<file path="src/rtl/vc_arbiter_if.sv">
// ---------------------------------------------------------------------------
// vc_arbiter_if
//   Bundles every non-clock/reset signal of the VC arbiter: the arbitration
//   enable, both virtual-channel source FIFO ports, both destination FIFO
//   ports, and the status outputs.
//
//   modport master : the arbiter side (drives pops, pushes, status)
//   modport slave  : the environment side (drives FIFO flags/data, init)
//
//   Signals
//     init                 arbitration enable
//     vcN_empty/head/data  source FIFO empty flag, head word, read data
//     vcN_pop              source read strobe
//     dN_almost_full       destination backpressure
//     dN_push/data         destination write strobe and data
//     active_vc            one-hot {vc1, vc0} of the word in flight
//     vcN_count            completed transfers per VC (wraps)
// ---------------------------------------------------------------------------
interface vc_arbiter_if #(
    parameter int DATA_WIDTH = 6
);
    logic                  init;
    logic                  vc0_empty;
    logic                  vc1_empty;
    logic [DATA_WIDTH-1:0] vc0_head;
    logic [DATA_WIDTH-1:0] vc1_head;
    logic [DATA_WIDTH-1:0] vc0_data;
    logic [DATA_WIDTH-1:0] vc1_data;
    logic                  vc0_pop;
    logic                  vc1_pop;
    logic                  d0_almost_full;
    logic                  d1_almost_full;
    logic                  d0_push;
    logic                  d1_push;
    logic [DATA_WIDTH-1:0] d0_data;
    logic [DATA_WIDTH-1:0] d1_data;
    logic [1:0]            active_vc;
    logic [7:0]            vc0_count;
    logic [7:0]            vc1_count;

    modport master (
        input  init, vc0_empty, vc1_empty, vc0_head, vc1_head,
               vc0_data, vc1_data, d0_almost_full, d1_almost_full,
        output vc0_pop, vc1_pop, d0_push, d1_push, d0_data, d1_data,
               active_vc, vc0_count, vc1_count
    );

    modport slave (
        output init, vc0_empty, vc1_empty, vc0_head, vc1_head,
               vc0_data, vc1_data, d0_almost_full, d1_almost_full,
        input  vc0_pop, vc1_pop, d0_push, d1_push, d0_data, d1_data,
               active_vc, vc0_count, vc1_count
    );
endinterface

</file>
<file path="src/rtl/vc_arbiter.sv">
// ---------------------------------------------------------------------------
// vc_arbiter
//   Moves words from two virtual-channel FIFOs (VC0, VC1) into two
//   destination FIFOs (D0, D1). In ARB one eligible source is granted and
//   popped; in the following XFER cycle the popped word is pushed into the
//   destination chosen by bit DEST_BIT of the head word seen at grant time.
//   VC0 has priority. Throughput is at most one word every two cycles.
//
//   Optional feature (macro VC_ARB_ANTISTARVE_EN): a saturating streak
//   counter of VC0 grants taken while VC1 was eligible; once it reaches
//   MAX_BURST, an eligible VC1 is granted ahead of VC0.
//
//   Ports
//     clk    rising-edge clock
//     reset  synchronous active-high reset; also suppresses pops/pushes
//            combinationally so an in-flight word is dropped
//     bus    vc_arbiter_if.master (FIFO ports, init, status outputs)
// ---------------------------------------------------------------------------
module vc_arbiter #(
    parameter int DATA_WIDTH = 6,
    parameter int DEST_BIT   = 4,
    parameter int MAX_BURST  = 4
) (
    input  logic          clk,
    input  logic          reset,
    vc_arbiter_if.master  bus
);

    typedef enum logic {ARB = 1'b0, XFER = 1'b1} state_t;

    state_t r_state;
    state_t w_state_next;

    // Index 0 = VC0 / D0, index 1 = VC1 / D1
    logic [1:0]            w_empty;
    logic [1:0]            w_af;
    logic [1:0]            w_dsel;      // destination requested by each head word
    logic [1:0]            w_elig;
    logic [1:0]            w_grant;     // one-hot, doubles as the pop strobes
    logic [1:0]            w_push;
    logic [DATA_WIDTH-1:0] w_src_data;
    logic [DATA_WIDTH-1:0] w_dout [2];

    logic                  r_vc;        // latched source: 0 = VC0, 1 = VC1
    logic                  r_dest;      // latched destination: 0 = D0, 1 = D1
    logic [7:0]            r_vc0_count;
    logic [7:0]            r_vc1_count;

    assign w_empty = {bus.vc1_empty, bus.vc0_empty};
    assign w_af    = {bus.d1_almost_full, bus.d0_almost_full};
    assign w_dsel  = {bus.vc1_head[DEST_BIT], bus.vc0_head[DEST_BIT]};

    genvar gi;
    generate
        for (gi = 0; gi < 2; gi++) begin : g_elig
            // A source only competes if its own target has room.
            assign w_elig[gi] = !w_empty[gi] && !w_af[w_dsel[gi]];
        end
    endgenerate

`ifdef VC_ARB_ANTISTARVE_EN
    localparam int STREAK_W = ($clog2(MAX_BURST + 1) > 3) ? $clog2(MAX_BURST + 1) : 3;
    localparam logic [STREAK_W-1:0] STREAK_MAX = STREAK_W'(MAX_BURST);

    logic [STREAK_W-1:0] r_streak;
    logic                w_force_vc1;

    assign w_force_vc1 = (r_streak == STREAK_MAX) && w_elig[1];

    // Streak saturates at MAX_BURST; at that value the next eligible VC1
    // request wins and clears it.
    always_ff @(posedge clk) begin
        if (reset) begin
            r_streak <= '0;
        end else if (w_grant[1]) begin
            r_streak <= '0;
        end else if (w_grant[0] && w_elig[1] && (r_streak != STREAK_MAX)) begin
            r_streak <= r_streak + 1'b1;
        end
    end
`endif

    // Arbitration: only in ARB, with init high and not in reset.
    always_comb begin
        w_grant = 2'b00;
        if ((r_state == ARB) && bus.init && !reset) begin
`ifdef VC_ARB_ANTISTARVE_EN
            if (w_elig[1] && (!w_elig[0] || w_force_vc1)) begin
                w_grant = 2'b10;
            end else if (w_elig[0]) begin
                w_grant = 2'b01;
            end
`else
            if (w_elig[0]) begin
                w_grant = 2'b01;
            end else if (w_elig[1]) begin
                w_grant = 2'b10;
            end
`endif
        end
    end

    // State register
    always_ff @(posedge clk) begin
        if (reset) begin
            r_state <= ARB;
        end else begin
            r_state <= w_state_next;
        end
    end

    // Next-state logic
    always_comb begin
        w_state_next = r_state;
        case (r_state)
            ARB:     w_state_next = (w_grant != 2'b00) ? XFER : ARB;
            XFER:    w_state_next = ARB;
            default: w_state_next = ARB;
        endcase
    end

    // Grant latch and transfer counters
    always_ff @(posedge clk) begin
        if (reset) begin
            r_vc        <= 1'b0;
            r_dest      <= 1'b0;
            r_vc0_count <= 8'd0;
            r_vc1_count <= 8'd0;
        end else begin
            if (w_grant != 2'b00) begin
                r_vc   <= w_grant[1];
                r_dest <= w_grant[1] ? w_dsel[1] : w_dsel[0];
            end
            if (r_state == XFER) begin
                if (r_vc) begin
                    r_vc1_count <= r_vc1_count + 8'd1;
                end else begin
                    r_vc0_count <= r_vc0_count + 8'd1;
                end
            end
        end
    end

    // Output logic. The word leaves the source FIFO in ARB, so XFER pushes
    // unconditionally (backpressure is not re-sampled); only reset drops it.
    assign w_src_data = r_vc ? bus.vc1_data : bus.vc0_data;

    generate
        for (gi = 0; gi < 2; gi++) begin : g_dest
            assign w_push[gi] = (r_state == XFER) && !reset && (r_dest == 1'(gi));
            assign w_dout[gi] = w_push[gi] ? w_src_data : '0;
        end
    endgenerate

    always_comb begin
        bus.vc0_pop   = w_grant[0];
        bus.vc1_pop   = w_grant[1];
        bus.d0_push   = w_push[0];
        bus.d1_push   = w_push[1];
        bus.d0_data   = w_dout[0];
        bus.d1_data   = w_dout[1];
        bus.active_vc = 2'b00;
        if ((r_state == XFER) && !reset) begin
            bus.active_vc = r_vc ? 2'b10 : 2'b01;
        end
        bus.vc0_count = r_vc0_count;
        bus.vc1_count = r_vc1_count;
    end

endmodule
</file>
<file path="src/flat_wrapper.sv">
// flat-port wrapper written by rule: the top's interface ports become plain ports
module vc_arbiter_flat 
#(
    parameter int DATA_WIDTH = 6,
    parameter int DEST_BIT   = 4,
    parameter int MAX_BURST  = 4
)
  (clk, reset, bus_init, bus_vc0_empty, bus_vc1_empty, bus_vc0_head, bus_vc1_head, bus_vc0_data, bus_vc1_data, bus_d0_almost_full, bus_d1_almost_full, bus_vc0_pop, bus_vc1_pop, bus_d0_push, bus_d1_push, bus_d0_data, bus_d1_data, bus_active_vc, bus_vc0_count, bus_vc1_count);
  vc_arbiter_if #(.DATA_WIDTH(DATA_WIDTH)) bus_i ();
  input  logic clk;
  input  logic reset;
  input wire logic [$bits(bus_i.init)-1:0] bus_init;
  input wire logic [$bits(bus_i.vc0_empty)-1:0] bus_vc0_empty;
  input wire logic [$bits(bus_i.vc1_empty)-1:0] bus_vc1_empty;
  input wire logic [$bits(bus_i.vc0_head)-1:0] bus_vc0_head;
  input wire logic [$bits(bus_i.vc1_head)-1:0] bus_vc1_head;
  input wire logic [$bits(bus_i.vc0_data)-1:0] bus_vc0_data;
  input wire logic [$bits(bus_i.vc1_data)-1:0] bus_vc1_data;
  input wire logic [$bits(bus_i.d0_almost_full)-1:0] bus_d0_almost_full;
  input wire logic [$bits(bus_i.d1_almost_full)-1:0] bus_d1_almost_full;
  output wire logic [$bits(bus_i.vc0_pop)-1:0] bus_vc0_pop;
  output wire logic [$bits(bus_i.vc1_pop)-1:0] bus_vc1_pop;
  output wire logic [$bits(bus_i.d0_push)-1:0] bus_d0_push;
  output wire logic [$bits(bus_i.d1_push)-1:0] bus_d1_push;
  output wire logic [$bits(bus_i.d0_data)-1:0] bus_d0_data;
  output wire logic [$bits(bus_i.d1_data)-1:0] bus_d1_data;
  output wire logic [$bits(bus_i.active_vc)-1:0] bus_active_vc;
  output wire logic [$bits(bus_i.vc0_count)-1:0] bus_vc0_count;
  output wire logic [$bits(bus_i.vc1_count)-1:0] bus_vc1_count;
  assign bus_i.init = bus_init;
  assign bus_i.vc0_empty = bus_vc0_empty;
  assign bus_i.vc1_empty = bus_vc1_empty;
  assign bus_i.vc0_head = bus_vc0_head;
  assign bus_i.vc1_head = bus_vc1_head;
  assign bus_i.vc0_data = bus_vc0_data;
  assign bus_i.vc1_data = bus_vc1_data;
  assign bus_i.d0_almost_full = bus_d0_almost_full;
  assign bus_i.d1_almost_full = bus_d1_almost_full;
  assign bus_vc0_pop = bus_i.vc0_pop;
  assign bus_vc1_pop = bus_i.vc1_pop;
  assign bus_d0_push = bus_i.d0_push;
  assign bus_d1_push = bus_i.d1_push;
  assign bus_d0_data = bus_i.d0_data;
  assign bus_d1_data = bus_i.d1_data;
  assign bus_active_vc = bus_i.active_vc;
  assign bus_vc0_count = bus_i.vc0_count;
  assign bus_vc1_count = bus_i.vc1_count;
  vc_arbiter #(.DATA_WIDTH(DATA_WIDTH), .DEST_BIT(DEST_BIT), .MAX_BURST(MAX_BURST)) u_core (.clk(clk), .reset(reset), .bus(bus_i));
endmodule
</file>
<file path="config.mk">
export PLATFORM = sky130hd
export DESIGN_NAME = vc_arbiter_flat
export DESIGN_NICKNAME = d
export VERILOG_FILES = /design/src/rtl/vc_arbiter_if.sv /design/src/rtl/vc_arbiter.sv /design/src/flat_wrapper.sv
export SDC_FILE = /design/constraint.sdc
export NUM_CORES = 1
export LEC_CHECK = 0
export ABC_AREA = 1
export BUFFER_PORTS_ARGS = -buffer_cell sky130_fd_sc_hd__clkbuf_2
export CAP_MARGIN = 20
export CORE_ASPECT_RATIO = 1.5
export CORE_MARGIN = 2
export CORE_UTILIZATION = 30
export DETAILED_ROUTE_END_ITERATION = 16
export HOLD_SLACK_MARGIN = 0.06
export PLACE_DENSITY_LB_ADDON = 0.2
export REMOVE_ABC_BUFFERS = 1
export SLEW_MARGIN = 20
export SYNTH_ARGS = -nofsm -noshare
export SYNTH_HDL_FRONTEND = slang
export SYNTH_SLANG_ARGS = --single-unit
</file>
<file path="constraint.sdc">
create_clock -name clk -period 3 [get_ports clk]
set_input_delay 0.6 -clock clk [delete_from_list [all_inputs] [get_ports clk]]
set_output_delay 0.6 -clock clk [all_outputs]
set_load 0.01 [all_outputs]
</file>
Yosys cells after proc, flatten, opt, wreduce, memory -nomap -nowiden
Index checks and enable logic that the tools add are counted.
W data, S select, Z words.

word-level totals
  logic and storage cells = 42
  input bits = 31
  bits in registers = 19
  output and inout port bits = 34

cells by class
  reductions and logical operators = 15
  order comparisons = 2
  mux-type cells = 15
  bitwise gates (word level) = 3
  add/sub/neg operators = 2

operators with widths
  kind                   count
  $mux W6                3
  $add A8 B1 Y8 const B  2
  $mux W2                5
  $logic_and A1 B1 Y1    7
  $mux W1                6
  $logic_not A1 Y1       5
  $lt A1 B2 Y1 const B   2
  $reduce_and A2 Y1      2
  $not A1 Y1             3
  $pmux W1 S2            1
  $reduce_bool A2 Y1     1

Logic depth before layout (Yosys ltp)
Gate-level depths: netlist of the first run.

  depth after elaboration = 10
  depth in mapped cells = 8

Least setup slack after synthesis of the first run
OpenSTA, ideal clock, no wires.

  path kind = in2out
  start = in reset
  end = out bus_d0_data[0]
  stages on the path = 6
  arrival time = 1.454 ns
  data required time = 2.400 ns
  path slack = 0.946 ns
  path buffers = 1
  cells stage by stage = buf_2 inv_1 nand2_1 nor2_1 inv_1 nor2_1

on the way
  longest elaborated chain between the ends = 4

RTL lines
  what                              RTL line            source
  start: declaration                flat_wrapper.sv:11  input logic reset;
  $logic_not A1 Y1                  vc_arbiter.sv:150   assign w_push[gi] = (r_state == XFER) && !reset && (r_dest == 1'(gi));
  $logic_and A1 B1 Y1 (2 in a row)  vc_arbiter.sv:150
  named net bus_d0_push             flat_wrapper.sv:23  output wire logic [$bits(bus_i.d0_push)-1:0] bus_d0_push;
  $mux W6                           vc_arbiter.sv:151   assign w_dout[gi] = w_push[gi] ? w_src_data : '0;
  end: declaration                  flat_wrapper.sv:25  output wire logic [$bits(bus_i.d0_data)-1:0] bus_d0_data;

The timed path passes the listed nets, and every way through them passes these cells.

Worst setup path in the final report of the first run
  start = reg u_core.r_vc
  end = out bus_d0_data[4]

on the way
  longest elaborated chain between the ends = 2

RTL lines
  what                      RTL line           source
  start: declaration        vc_arbiter.sv:44   logic r_vc;
  start signal: assignment  vc_arbiter.sv:131  r_vc <= w_grant[1];
  $mux W6                   vc_arbiter.sv:146  assign w_src_data = r_vc ? bus.vc1_data : bus.vc0_data;
  $mux W6                   vc_arbiter.sv:151

No other way between the ends.

==> flow_summary.yaml, run 1 <==
drt:
  viasPerCell: 4.445
  wire_per_inst_um: 9.882
  vias: 1169
  routed_wl_mm: 2.599
  ant_nets: 0
  firstDrtPassIters: 4
  drtIter0Drc: 16
  drc_errors: 0
critical_path:
  critPathRequiredTime_ps: 2400
  cp-endpoint: "bus_d0_data[4]"
  rr_worst_depth: 7
  critPathMaxStageDelay_ps: 720
  timing.rr.end: "u_core.bus.vc1_count[5]"
  path_class: "flop to output pin"
  cp_max_fo: 11
  crit_path_start: "u_core.r_vc"
  reg2reg_from: "u_core.r_vc"
  end_kind: "output pin"
  worstPathArrival_ps: 1530
  crit_chain: "mux2i_1, nor2_1, clkbuf_2"
  startpoint_type: "flop"
  r2r_slack_ps: 1410
  worst_path_max_delay_cell: "dfxtp_1"
job:
  cap_violations: 0
clock_network:
  post_cts_resized: 0
  clockRootBuffer: "clkbuf_8"
  clk_path_buf_depth: 2
  post-cts-setup-buffer-count: 0
  clkSinkCount: 19
  cts_inserted_buffers: 3
  cts_tree: "yes"
  htreeDepth: 1
  clk-insertion-delay-late_ps: 260
  path_clk_slew_ps: 70
  holdBufCountCts: 0
floorplan:
  die-area_um2: 4217
  core-area_um2: 3615
  start_util: 0.3074
  die_width_um: 53.69
  rows: 27
  dieHeight_um: 78.54
  ios: 65
placement:
  port_buffers: 54
  gp_congestion: 0.7319
  post-dp-hpwl_mm: 2.079
  placed_area_um2: 1419
  placed_cells: 259
cells_and_area:
  layout-drive-gt1-share: 0.3318
  fin_area_um2: 1465
  fin_nets: 254
  ff_latch_area_um2: 380.4
  diodes: 0
  final_common_cell: "clkbuf_2"
  fin_cells: 263
  layout_common_cells: "clkbuf_2, nor2_1, nand2_1"
  area_growth_pct: 31.87
  fillers: 410
  multi_input_area_um2: 600.6
pwr:
  peakVddDrop_mv: 0.1430
  total_power_mw: 0.4930
  cellPowerDensity_nw_per_um2: 336.5
  p_leak_nw: 0.7879
synthesis:
  yosysUniqueCellTypes: 25
  avgSynthCellArea_um2: 6.775
  synth-seq-cells: 19
  netlist_area_um2: 1111
  synthCells: 164
  ys_seq_area_frac: 0.3423
  yosysWarningCount: 0
worst_hold_path:
  min_from: "u_core.bus.vc0_count[2]"
  hp-class: "flop to flop"
timing:
  relSlewSlack: 0.5797
  min_period_ps: 2135
  period_share: 0.7117
  fmax_mhz: 468.4
  rsz0062_at_grt: "false"
  tightest_slew_ps: 629.5
  timing.setup.tns_ps: 0
  setup_viol: 0
  slew_violations: 0
  finalHoldViolations: 0
  clock_skew_ps: 2.097
global_route:
  grt_pass1_vias: 1057
  grt_pass1_wl_mm: 4.360
  grt_antenna_before_repair: 0
  gr-total-overflow: 0
  grt_max_degree: 13
  grt_usage: 0.1358
status:
  status: "completed"
worst min-delay path by stage:
stage / endpoint / depth (start not counted)
6_report: u_core.bus.vc0_count[2] / 2
3_3_place_gp: u_core.bus.vc1_count[6] / 2
3_5_place_dp: u_core.bus.vc1_count[6] / 2
4_1_cts: u_core.bus.vc0_count[2] / 2
2_1_floorplan: u_core.r_dest / 2
5_1_grt: u_core.bus.vc0_count[2] / 2
routing by layer:
layer,global-route usage,wire length [um]
met1,0.1554,1079
met2,0.2366,1302
met3,0.01331,170
met4,0.06923,46
met5,0,0
final cells by class:
cell class | instances | area share
clock buffers | 3 | 0.02818
clock inverters | 1 | 0.003416
multi-input cells | 114 | 0.4099
flip-flops and latches | 19 | 0.2596
well taps | 43 | 0.03672
inverters | 28 | 0.07259
repair buffers | 55 | 0.1896
worst max-delay path: cells and delay by family (launching register included):
family,cells,cell delay (ps)
DFF,1,720
buffers and inverters,1,130
muxes,1,350
and+or+nand+nor,1,70
where the power goes:
part | internal, mW | switching (mW)
clock | 0.0924 | 0.0879
combinational | 0.0237 | 0.0289
sequential | 0.255 | 0.00533
total | 0.371 | 0.122
flip-flops by register name, summed over array words and instances (netlist names):
register	flops
u_core.r_state	1
u_core.bus.vc0_count	8
u_core.bus.vc1_count	8
u_core.r_dest	1
u_core.r_vc	1
synth_stat cells:
library cell / n / area (um2)
nor2_8: 1 / 20.02
buf_4: 1 / 7.510
buf_6: 1 / 11.26
inv_1: 25 / 93.84
nand2_2: 2 / 12.51
o21ai_1: 1 / 5.000
nand4_2: 1 / 12.51
nand2_1: 30 / 112.6
and3_1: 1 / 6.260
clkinv_2: 1 / 5.000
a21oi_1: 10 / 50.05
nor2_4: 2 / 22.52
nand3_1: 8 / 40.04
nand4_1: 1 / 6.260
o21ai_0: 6 / 30.03
nand2_4: 1 / 11.26
ha_1: 2 / 25.02
inv_2: 2 / 7.510
dfxtp_1: 19 / 380.4
nor2_1: 35 / 131.4
nor3_1: 3 / 15.01
nor3_2: 2 / 20.02
mux2i_1: 6 / 60.06
nand3_2: 2 / 20.02
buf_2: 1 / 5.000
cells by family (layout without fill, tap and decap cells):
kind of cell | Yosys count | count (layout) | synth area share
compound gates | 17 | 17 | 0.07658
fa+ha+maj | 2 | 2 | 0.02252
buf+inv | 31 | 87 | 0.1171
flops | 19 | 19 | 0.3423
mux | 6 | 6 | 0.05406
simple gates | 89 | 89 | 0.3874
metrics by stage:
stage	utilization	hold slack, ps	worst slack, ps
floorplan	-	467.4	961.8
global placement	0.3925	485.9	893.0
detailed placement	0.3925	486.7	905.2
CTS	0.4053	497.1	829.0
global route	0.4053	529.9	746.3
finish	0.4053	493.4	865.0
(Power assumes the default switching activity.)
==> run 2, diff against run 1 <==
- clock period: 3 -> 2.07 ns (I/O delays scaled with it)
==> flow_summary.yaml, run 2 (synthesized netlist as in run 1, its figures left out) <==
pwr:
  cellPowerDensity_nw_per_um2: 488.4
  p_leak_nw: 0.7883
  peakVddDrop_mv: 0.2274
floorplan:
  rows: 27
  core-area_um2: 3615
  die-area_um2: 4217
  die_width_um: 53.69
  ios: 65
  start_util: 0.3074
  dieHeight_um: 78.54
timing:
  rsz0062_at_grt: "false"
  fin_ws_ps: 322.2
  min_period_ps: 1748
  relSlewSlack: 0.7729
  period_share: 0.8444
  fmax_mhz: 572.1
  finalHoldViolations: 0
  timing.setup.tns_ps: 0
  slew_violations: 0
  setup_viol: 0
  clock_skew_ps: 5.394
  tightest_slew_ps: 340.7
cells_and_area:
  multi_input_area_um2: 600.6
  fin_nets: 254
  fillers: 400
  fin_area_um2: 1466
  diodes: 0
  layout-drive-gt1-share: 0.3364
  layout_common_cells: "clkbuf_2, nor2_1, nand2_1"
  final_common_cell: "clkbuf_2"
  ff_latch_area_um2: 381.6
  area_growth_pct: 31.98
clock_network:
  cts_inserted_buffers: 3
  post-cts-setup-buffer-count: 0
  clk_path_buf_depth: 2
  path_clk_slew_ps: 70
  clkSinkCount: 19
  clk-insertion-delay-late_ps: 260
  htreeDepth: 1
  clockRootBuffer: "clkbuf_8"
  cts_tree: "yes"
placement:
  pre_cts_ws_ps: 341.9
  placed_area_um2: 1419
  gp_congestion: 0.7333
  port_buffers: 54
  post-dp-hpwl_mm: 2.036
critical_path:
  startpoint_type: "flop"
  rr_worst_depth: 7
  critPathMaxStageDelay_ps: 540
  reg2reg_from: "u_core.r_vc"
  r2r_slack_ps: 690
  critPathRequiredTime_ps: 1660
  timing.rr.end: "u_core.bus.vc1_count[5]"
  path_class: "flop to output pin"
  worstPathArrival_ps: 1330
  worst_path_max_delay_cell: "dfxtp_2"
  critical_path.top_delay_family: "flip-flops"
  crit_chain: "mux2i_1, nor2_1, clkbuf_2"
  crit_buf_inv: 1
  end_kind: "output pin"
  cp_max_fo: 11
global_route:
  grt_antenna_before_repair: 0
  grt_pass1_vias: 1067
  grt_pass1_wl_mm: 4.291
  grt_max_degree: 13
  gr-total-overflow: 0
  grt_usage: 0.1323
job:
  cap_violations: 0
worst_hold_path:
  min_path_cells: 2
  hp-class: "input port to flop"
  hold_path_end: "u_core.r_vc"
  min_from: "reset"
drt:
  routed_wl_mm: 2.529
  drtIter0Drc: 17
  firstDrtPassIters: 3
  ant_nets: 0
  vias: 1160
  viasPerCell: 4.411
  wire_per_inst_um: 9.616
  drc_errors: 0
status:
  status: "completed"
-- run 2: cell counts in the layout (fill, tap and decap cells not counted) --
Identical to the previous run, type by type.
-- run 2: worst reg2reg max path, delay by kind of cell (launching register included) --
kind                   cells  cell delay (ps)
DFF                        1              540
buffers and inverters      1              100
AOI/OAI and AO/OA          2              230
and+or+nand+nor            4              420
-- run 2: timing repair --
item	4_1_cts	5_1_grt
hold buffers	0	0
setup endpoints to repair	0	2
gates resized for setup	0	1
-- run 2: routing by layer --
metal	global-route usage	vias to the layer above	routed length, um
li1	-	620	-
met1	0.1410	491	1044
met2	0.2402	47	1264
met3	0.01901	2	190
met4	0.06154	0	29
met5	0	-	0
-- run 2: power by group --
part	switching [mW]	leakage, nW	internal, mW	total (mW)
Clock	0.129	0.0255	0.134	0.263
Sequential	0.00763	0.154	0.369	0.377
Combinational	0.0424	0.609	0.0343	0.0767
Total	0.179	0.788	0.537	0.716
-- run 2: cell type report --
type                            instances  area share
Clock buffer                            3     0.02816
Sequential cell                        19      0.2602
Clock inverter                          1    0.003413
Tap cell                               43     0.03669
Multi-Input combinational cell        114      0.4096
Inverter                               28     0.07253
Timing Repair Buffer                   55      0.1894
-- run 2: worst max path at each step --
stage	startpoint	to	slack (ps)	depth (start not counted)
2_1_floorplan	reset	bus_d0_data[0]	400	5
3_3_place_gp	reset	bus_d0_data[0]	340	7
3_5_place_dp	reset	bus_d0_data[5]	340	7
4_1_cts	u_core.r_vc	bus_d0_data[4]	80	3
5_1_grt	u_core.r_state	bus_d0_data[4]	190	5
6_report	u_core.r_vc	bus_d0_data[4]	320	3
-- run 2: stage by stage --
| step | cells | total power, mW | hold slack (ps) | util |
|---|---|---|---|---|
| floorplan | 161 | 0.4240 | 467.4 | - |
| global placement | 259 | 0.4632 | 484.0 | 0.3925 |
| detailed placement | 259 | 0.4633 | 476.3 | 0.3925 |
| CTS | 263 | 0.7255 | 469.3 | 0.4053 |
| global route | 263 | 0.7545 | 485.8 | 0.4057 |
| finish | 263 | 0.7162 | 468.9 | 0.4057 |
